File: src/rtl/cube_face_shader.sv
// cube_face_shader: registered per-pixel face colouring plus the cube's visit-state machine.
// Optional feature macro CUBE_SHADE_QUADRANT_EN halves the intensity of left-hand top quadrants.
module cube_face_shader #(
    parameter logic [23:0] COLOR_TOP0      = 24'h3050C0,
    parameter logic [23:0] COLOR_TOP1      = 24'hE0D020,
    parameter logic [23:0] COLOR_FLASH     = 24'hFFFFFF,
    parameter logic [23:0] COLOR_LEFT      = 24'h806040,
    parameter logic [23:0] COLOR_RIGHT     = 24'h403020,
    parameter int unsigned DEBOUNCE_FRAMES = 2,
    parameter int unsigned FLASH_FRAMES    = 8
) (
    input  logic       clk,
    input  logic       reset,
    input  logic       frame_start,
    input  logic       level_reset,
    input  logic [3:0] top_face,
    input  logic       left_face,
    input  logic       right_face,
    input  logic       qbert_top_face,
    output logic       pix_valid,
    output logic [7:0] pix_r,
    output logic [7:0] pix_g,
    output logic [7:0] pix_b,
    output logic       visited,
    output logic [7:0] hit_count
);

    typedef enum logic [1:0] {
        ST_UNTOUCHED = 2'd0,
        ST_CONTACT   = 2'd1,
        ST_FLASH     = 2'd2,
        ST_VISITED   = 2'd3
    } state_e;

    localparam logic [3:0] DEB_LAST   = 4'(DEBOUNCE_FRAMES);
    localparam logic [7:0] FLASH_LAST = 8'(FLASH_FRAMES);

    state_e      state_q, state_d;
    logic [3:0]  deb_cnt_q, deb_cnt_d;
    logic [7:0]  flash_cnt_q, flash_cnt_d;
    logic        visited_q, visited_d;
    logic [7:0]  hit_count_q, hit_count_d;
    logic        qbert_prev_q;
    logic        pix_valid_q, pix_valid_d;
    logic [23:0] pix_rgb_q, pix_rgb_d;
    logic [23:0] top_color;
    logic [7:0]  hit_count_inc;

    assign hit_count_inc = (hit_count_q == 8'hFF) ? 8'hFF : hit_count_q + 8'd1;

    // NOTE: every signal driven here gets a default first, so no path can infer a latch.
    always_comb begin
        state_d     = state_q;
        deb_cnt_d   = deb_cnt_q;
        flash_cnt_d = flash_cnt_q;
        visited_d   = visited_q;
        hit_count_d = hit_count_q;

        if (level_reset) begin
            state_d     = ST_UNTOUCHED;
            deb_cnt_d   = 4'd0;
            flash_cnt_d = 8'd0;
            visited_d   = 1'b0;
        end else begin
            case (state_q)
                ST_UNTOUCHED: begin
                    if (qbert_top_face) begin
                        state_d   = ST_CONTACT;
                        deb_cnt_d = 4'd0;
                    end
                end
                ST_CONTACT: begin
                    // A drop in the same cycle as frame_start abandons the landing uncounted.
                    if (!qbert_top_face) begin
                        state_d = ST_UNTOUCHED;
                    end else if (frame_start) begin
                        deb_cnt_d = deb_cnt_q + 4'd1;
                        if (deb_cnt_q + 4'd1 == DEB_LAST) begin
                            state_d     = ST_FLASH;
                            visited_d   = 1'b1;
                            hit_count_d = hit_count_inc;
                            flash_cnt_d = 8'd0;
                        end
                    end
                end
                ST_FLASH: begin
                    if (frame_start) begin
                        flash_cnt_d = flash_cnt_q + 8'd1;
                        if (flash_cnt_q + 8'd1 == FLASH_LAST) begin
                            state_d = ST_VISITED;
                        end
                    end
                end
                ST_VISITED: begin
                    if (qbert_top_face && !qbert_prev_q) begin
                        hit_count_d = hit_count_inc;
                    end
                end
                default: state_d = ST_UNTOUCHED;
            endcase
        end
    end

    always_comb begin
        case (state_q)
            ST_FLASH:   top_color = COLOR_FLASH;
            ST_VISITED: top_color = COLOR_TOP1;
            default:    top_color = COLOR_TOP0;
        endcase

        pix_valid_d = 1'b0;
        pix_rgb_d   = 24'h000000;
        if (|top_face) begin
            pix_valid_d = 1'b1;
            pix_rgb_d   = top_color;
`ifdef CUBE_SHADE_QUADRANT_EN
            if (!top_face[0] && !top_face[2]) begin
                pix_rgb_d = {1'b0, top_color[23:17], 1'b0, top_color[15:9], 1'b0, top_color[7:1]};
            end
`endif
        end else if (left_face) begin
            pix_valid_d = 1'b1;
            pix_rgb_d   = COLOR_LEFT;
        end else if (right_face) begin
            pix_valid_d = 1'b1;
            pix_rgb_d   = COLOR_RIGHT;
        end
    end

    // NOTE: sequential state uses non-blocking assignments so all flops update from pre-edge values.
    always_ff @(posedge clk or posedge reset) begin
        if (reset) begin
            state_q      <= ST_UNTOUCHED;
            deb_cnt_q    <= 4'd0;
            flash_cnt_q  <= 8'd0;
            visited_q    <= 1'b0;
            hit_count_q  <= 8'd0;
            qbert_prev_q <= 1'b0;
            pix_valid_q  <= 1'b0;
            pix_rgb_q    <= 24'h000000;
        end else begin
            state_q      <= state_d;
            deb_cnt_q    <= deb_cnt_d;
            flash_cnt_q  <= flash_cnt_d;
            visited_q    <= visited_d;
            hit_count_q  <= hit_count_d;
            qbert_prev_q <= qbert_top_face;
            pix_valid_q  <= pix_valid_d;
            pix_rgb_q    <= pix_rgb_d;
        end
    end

    assign pix_valid = pix_valid_q;
    assign pix_r     = pix_rgb_q[23:16];
    assign pix_g     = pix_rgb_q[15:8];
    assign pix_b     = pix_rgb_q[7:0];
    assign visited   = visited_q;
    assign hit_count = hit_count_q;

endmodule

File: config.mk
export PLATFORM = sky130hd
export DESIGN_NAME = cube_face_shader
export DESIGN_NICKNAME = d
export VERILOG_FILES = /design/src/rtl/cube_face_shader.sv
export SDC_FILE = /design/constraint.sdc
export NUM_CORES = 1
export LEC_CHECK = 0
export CORE_ASPECT_RATIO = 1.25
export CORE_MARGIN = 4
export CORE_UTILIZATION = 29
export CTS_BUF_LIST = sky130_fd_sc_hd__clkbuf_4 sky130_fd_sc_hd__clkbuf_8
export DETAILED_ROUTE_END_ITERATION = 8
export PLACE_DENSITY_LB_ADDON = 0.3
export SYNTH_ARGS = -nofsm -noshare
export SYNTH_HDL_FRONTEND = slang
export SYNTH_SLANG_ARGS = --single-unit
File: constraint.sdc
create_clock -name clk -period 3.55 [get_ports clk]
set_input_delay 0.355 -clock clk [delete_from_list [all_inputs] [get_ports clk]]
set_output_delay 0.355 -clock clk [all_outputs]
set_load 0.02 [all_outputs]
# ---- After elaboration in Yosys (flattened, before gate mapping)
# Index checks and enable logic that the tools add are counted.
dict set report totals {
  register_bits 49
  in_bits 11
  word_cells 84
}
dict set report classes {
  n_addsub 3
  n_eq_ne 18
  muxes 37
  bitwise_logic 1
  reduce_logical 17
}
# op n
set op_table {}
lappend op_table {{two-way mux 8 bit} 10}
lappend op_table {{two-way mux 24 bit} 2}
lappend op_table {{one-hot mux 24 bit (2 select lines)} 1}
lappend op_table {{one-hot mux 8 bit (2 select lines)} 2}
lappend op_table {{two-way mux 23 bit} 1}
lappend op_table {{inequality test 3 bit (second input constant)} 6}
lappend op_table {{adder 8 x 1 -> 8 bit (second input constant)} 2}
lappend op_table {{two-way mux 4 bit} 4}
lappend op_table {{two-way mux 2 bit} 7}
lappend op_table {{AND reduction 6 bit} 2}
lappend op_table {{nonzero test 2 bit} 5}
lappend op_table {{equality test 8 x 4 -> 1 bit (second input constant)} 1}
lappend op_table {{equality test 8 bit (second input constant)} 1}
lappend op_table {{two-way mux 1 bit} 8}
lappend op_table {{inequality test 2 bit (second input constant)} 4}
lappend op_table {{inequality test 4 bit (second input constant)} 2}
lappend op_table {{one-hot mux 4 bit (2 select lines)} 1}
lappend op_table {{AND reduction 4 bit} 2}
lappend op_table {{one-hot mux 2 bit (3 select lines)} 1}
lappend op_table {{nonzero test 3 bit} 2}
lappend op_table {{AND reduction 5 bit} 1}
lappend op_table {{adder 4 x 1 -> 4 bit (second input constant)} 1}
lappend op_table {{equality test 2 bit (second input constant)} 2}
lappend op_table {{equality test 4 x 2 -> 1 bit (second input constant)} 1}
lappend op_table {{other kinds (7)} 7}

# ---- Logic depth before layout (Yosys ltp)
dict set report logic_depth {
  ltp_word 7
  depth_mapped 8
  ltp_nobuf 8
}

# ---- Worst setup path before layout
# Ideal clock, no wire load.
dict set report synth_timing {
  kind {flip-flop to flip-flop}
  from {register deb_cnt_q[0]}
  to {register hit_count_q[7] (netlist: hit_count[7])}
  setup_time_ns 0.128
  t_arrival_ns 1.890
  t_required_ns 3.422
  path_slack_ns 1.533
  stages_incl_launch_ff 8
  n_path_buf 0
  path_cell_list {dfrtp_1 > ha_1 > a21boi_1 > a21o_2 > a21oi_2 > o21ai_1 > nand4_1 > mux2_1}
}
dict set report synth_via {
  elab_chain_cells 4
}
# item line_no
set synth_rtl {}
lappend synth_rtl {{start, declared} 39} ;# logic [3:0] deb_cnt_q, deb_cnt_d;
lappend synth_rtl {{start signal, assigned} 143} ;# deb_cnt_q <= deb_cnt_d;
lappend synth_rtl {{adder 4 x 1 -> 4 bit} 78} ;# if (deb_cnt_q + 4'd1 == DEB_LAST) begin
lappend synth_rtl {{equality test 4 x 2 -> 1 bit} 78}
lappend synth_rtl {{inequality test 2 bit (no source line)} --}
lappend synth_rtl {{AND reduction 6 bit (no source line)} --}
lappend synth_rtl {{end signal, assigned} 146} ;# hit_count_q <= hit_count_d;
lappend synth_rtl {{end, declared} 42} ;# logic [7:0] hit_count_q, hit_count_d;
# Every way passes these cells.
# A chain may end at the register's enable or synchronous reset.

# ---- Worst setup path in the final report
dict set report layout_timing {
  from {register state_q[1]}
  to {register hit_count_q[6] (netlist: hit_count[6])}
}
dict set report layout_via {
  elab_chain_cells 3
  elab_cells_between_ends 9
  classes_between {6 x eq/ne; 1 x mux; 2 x reduce/logical}
}
# item line_no
set layout_rtl {}
lappend layout_rtl {{start, declared} 38} ;# state_e state_q, state_d;
lappend layout_rtl {{start signal, assigned} 142} ;# state_q <= state_d;
lappend layout_rtl {{equality test 2 bit or equality test 2 x 1 -> 1 bit (tied branches)} 65} ;# case (state_q)
lappend layout_rtl {{inequality test 2 bit (no source line) or nonzero test 2 bit (tied branches)} --}
lappend layout_rtl {{AND reduction 6 bit (no source line)} --}
# Parallel ways exist; a longest one is shown, timed or not.

==> reports/results.tsv <==
metric	value	unit
status	finished clean	
hold_viol	0	
cp.buffers_inverters	1	
synth-edff-count	0	
clock-sinks	35	
clk_pin_slew	0.07	ns
placed_area	0.002502	mm2
drc	0	
io_pins	45	
synth_top_area_frac	0.4232	
cts-root-buf	clkbuf_8	
cts_tree	done	
endpoint_kind	register	
max_freq	0.4378	GHz
synth_warnings	0	
grt_max_degree	36	
rows	34	
die_width	83.56	um
post-cts-setup-buffer-count	0	
clockBufferDepth	2	
min_path_type	in2async	
cts_buffers	5	
vias	1673	
worst-setup-path-type	reg2reg	
synth_area_leaders	dfrtp_1, ha_1, buf_4, nand2_1, nor2_1	
finalMaxSlewViolations	0	
synth_cell_type_count	51	
p_int	0.8343	mW
synthFlopType	dfrtp_1	
grt_overflow	0	
syn_nets	236	
fin_nets	271	
drt_iter0_markers	31	
clkPwrFrac	0.300	
p_per_area	479.9	mW/mm2
synthAdderAreaFrac	0.05441	
syn_inst	216	
diodes	0	
cp_max_fo	11	
tns	0	ns
worstMarginPinSlew	0.6281	ns
comb_power_share	0.308	
muxShareOfSynthArea	0.04172	
async_flop_share	1.000	
grtUsageTotal	0.1061	
synth_area	0.002069	mm2
place.gp.congestion	0.7830	
path_delay_family	compound AO/OA/AOI/OAI gates	
fin_crit_sh	0.6434	
io_buffers	44	
slew_headroom	0.5778	
slowest_delay	0.58	ns
viasPerCell	4.892	
initial_core_util	0.2984	
htreeDepth	2	
antenna_found_initial	0	
area_growth	26.60	%
nFillCells	704	
routed_wl	4358	um
required	3.72	ns
report.final.setup_viol	0	
ctsResizeCount	0	
synthSimpleGateAreaFrac	0.2291	
die_h	102.4	um
cap_violations	0	
wl_per_cell	12.74	um
synth_top_family_by_area	simple AND/OR/NAND/NOR gates	
finalInstanceArea	0.002620	mm2
syn_area_per_cell	9.581	um2
hold_buffers	0	
dr.pass1.iters	4	
synth_area_leader_cell	dfrtp_1	
crit_top_cell	nor2_1	
seqCellArea	875.8	um2
fp.dieArea	0.008560	mm2
dp_hpwl	3209	um
antenna_left	0	
p_switching	0.4230	mW
coreArea	0.006934	mm2
p_leak	1.029	nW
finalClockSkew	0.004288	ns
synth_xor_xnor_area_share	0	
grt_pass1_vias	1542	
synth_seq_cells	35	
rsz0062_at_grt	false	
path_cells	inv_1 > ha_1 > nor2_1 > a2111oi_4 > nand4_1 > nor2_1 > mux2_1	
fin_crit	2.284	ns
synth_compound_area_frac	0.1608	
swShare	0.3364	
cp-start-kind	register	
grt_pass1_wl	7327	um
yosysSeqAreaShare	0.4232	
drive_above_1_share	0.08333	
seqPwrFrac	0.393	
worst_path_max_delay_cell	a2111oi_4	
peakVddDrop	0.1982	mV
cp_data_arrival_time	2.46	ns
insertion_delay	0.28	ns
multiInputGateArea	0.001006	mm2
==> cell usage after synthesis (all sizes together) (5+ instances only) <==
| master | instances |
|---|---|
| a21oi | 9 |
| buf | 16 |
| dfrtp | 35 |
| ha | 9 |
| inv | 14 |
| mux2 | 5 |
| nand2 | 20 |
| nand3 | 13 |
| nand4 | 7 |
| nor2 | 19 |
| nor3 | 9 |
| o21ai | 9 |
==> routing by layer <==
layer  share of wire  GRT usage
met5               0          0
met4           0.015    0.04084
met3           0.056    0.03387
met2            0.51     0.1883
met1            0.42     0.1200
==> metrics by stage <==
| stage | power (mW) | cells | hold WS, ns | setup slack (ns) | utilization |
|---|---|---|---|---|---|
| detailed placement | 0.8929 | 334 | 0.4909 | 1.259 | 0.3609 |
| global placement | 0.8891 | 334 | 0.4881 | 1.293 | 0.3609 |
| CTS | 1.280 | 342 | 0.4956 | 1.240 | 0.3778 |
| floorplan | 0.7531 | 216 | 0.3864 | 1.533 | - |
| finish | 1.257 | 342 | 0.4792 | 1.266 | 0.3778 |
| global route | 1.343 | 342 | 0.5320 | 1.021 | 0.3778 |
==> cell families after synthesis <==
family | count (synthesis)
buf+inv | 32
fa+ha+maj | 9
mux | 8
flops | 35
simple gates | 89
compound gates | 43
==> worst reg2reg max path, cell delays in order (launching register included) <==
cell	delay, ns
dfrtp_1	0.40
inv_1	0.10
ha_1	0.37
nor2_1	0.12
a2111oi_4	0.58
nand4_1	0.15
nor2_1	0.13
mux2_1	0.33
==> registers in the layout (all words and copies together) (netlist names) <==
signal and flops:
deb_cnt_q 4, flash_cnt_q 8, hit_count 8, pix_rgb_q 10, pix_valid 1, qbert_prev_q 1
state_q 2, visited 1
==> final timing paths <==
path                       cells after the start  slack [ns]  startpoint             end
max                                            7        1.27  state_q[1]    hit_count[6]
max reg2reg                                    7        1.27  state_q[1]    hit_count[6]
min in group clk                               2        0.50     visited         visited
min reg2reg                                    2        0.50     visited         visited
min                                            3        0.48       reset    hit_count[5]
max in group asynchronous                      3        2.75       reset  flash_cnt_q[5]
==> power by group through the flow <==
stage / clock network [mW] / logic (mW) / registers (mW)
floorplan: 0 / 0.230 / 0.523
global placement: 0 / 0.389 / 0.500
detailed placement: 0 / 0.392 / 0.501
CTS: 0.394 / 0.392 / 0.494
global route: 0.410 / 0.429 / 0.504
finish: 0.377 / 0.387 / 0.494
==> layout by cell type, fill, tap and decap left out, types with 3 or more instances in the layout <==
| cell type | n |
|---|---|
| o21ai_0 | 8 |
| inv_1 | 14 |
| ha_1 | 9 |
| a31oi_1 | 3 |
| nand2b_1 | 4 |
| nand3_1 | 12 |
| nor2_1 | 19 |
| nand4_1 | 7 |
| clkbuf_8 | 6 |
| mux2i_1 | 3 |
| mux2_1 | 5 |
| and3_1 | 4 |
| nand2_1 | 19 |
| a21oi_1 | 8 |
| nor3_1 | 8 |
| o311ai_1 | 3 |
| dfrtp_1 | 35 |
| clkdlybuf4s50_1 | 44 |
==> area by class of cell <==
cell class                      count  area share
Multi-Input combinational cell    149      0.3840
Clock buffer                        6     0.03152
Inverter                           14     0.02006
Tap cell                           90     0.04298
Timing Repair Buffer               46      0.1738
Sequential cell                    35      0.3343
Clock inverter                      2     0.01337
Note: power is estimated with default switching activity, not from simulation.
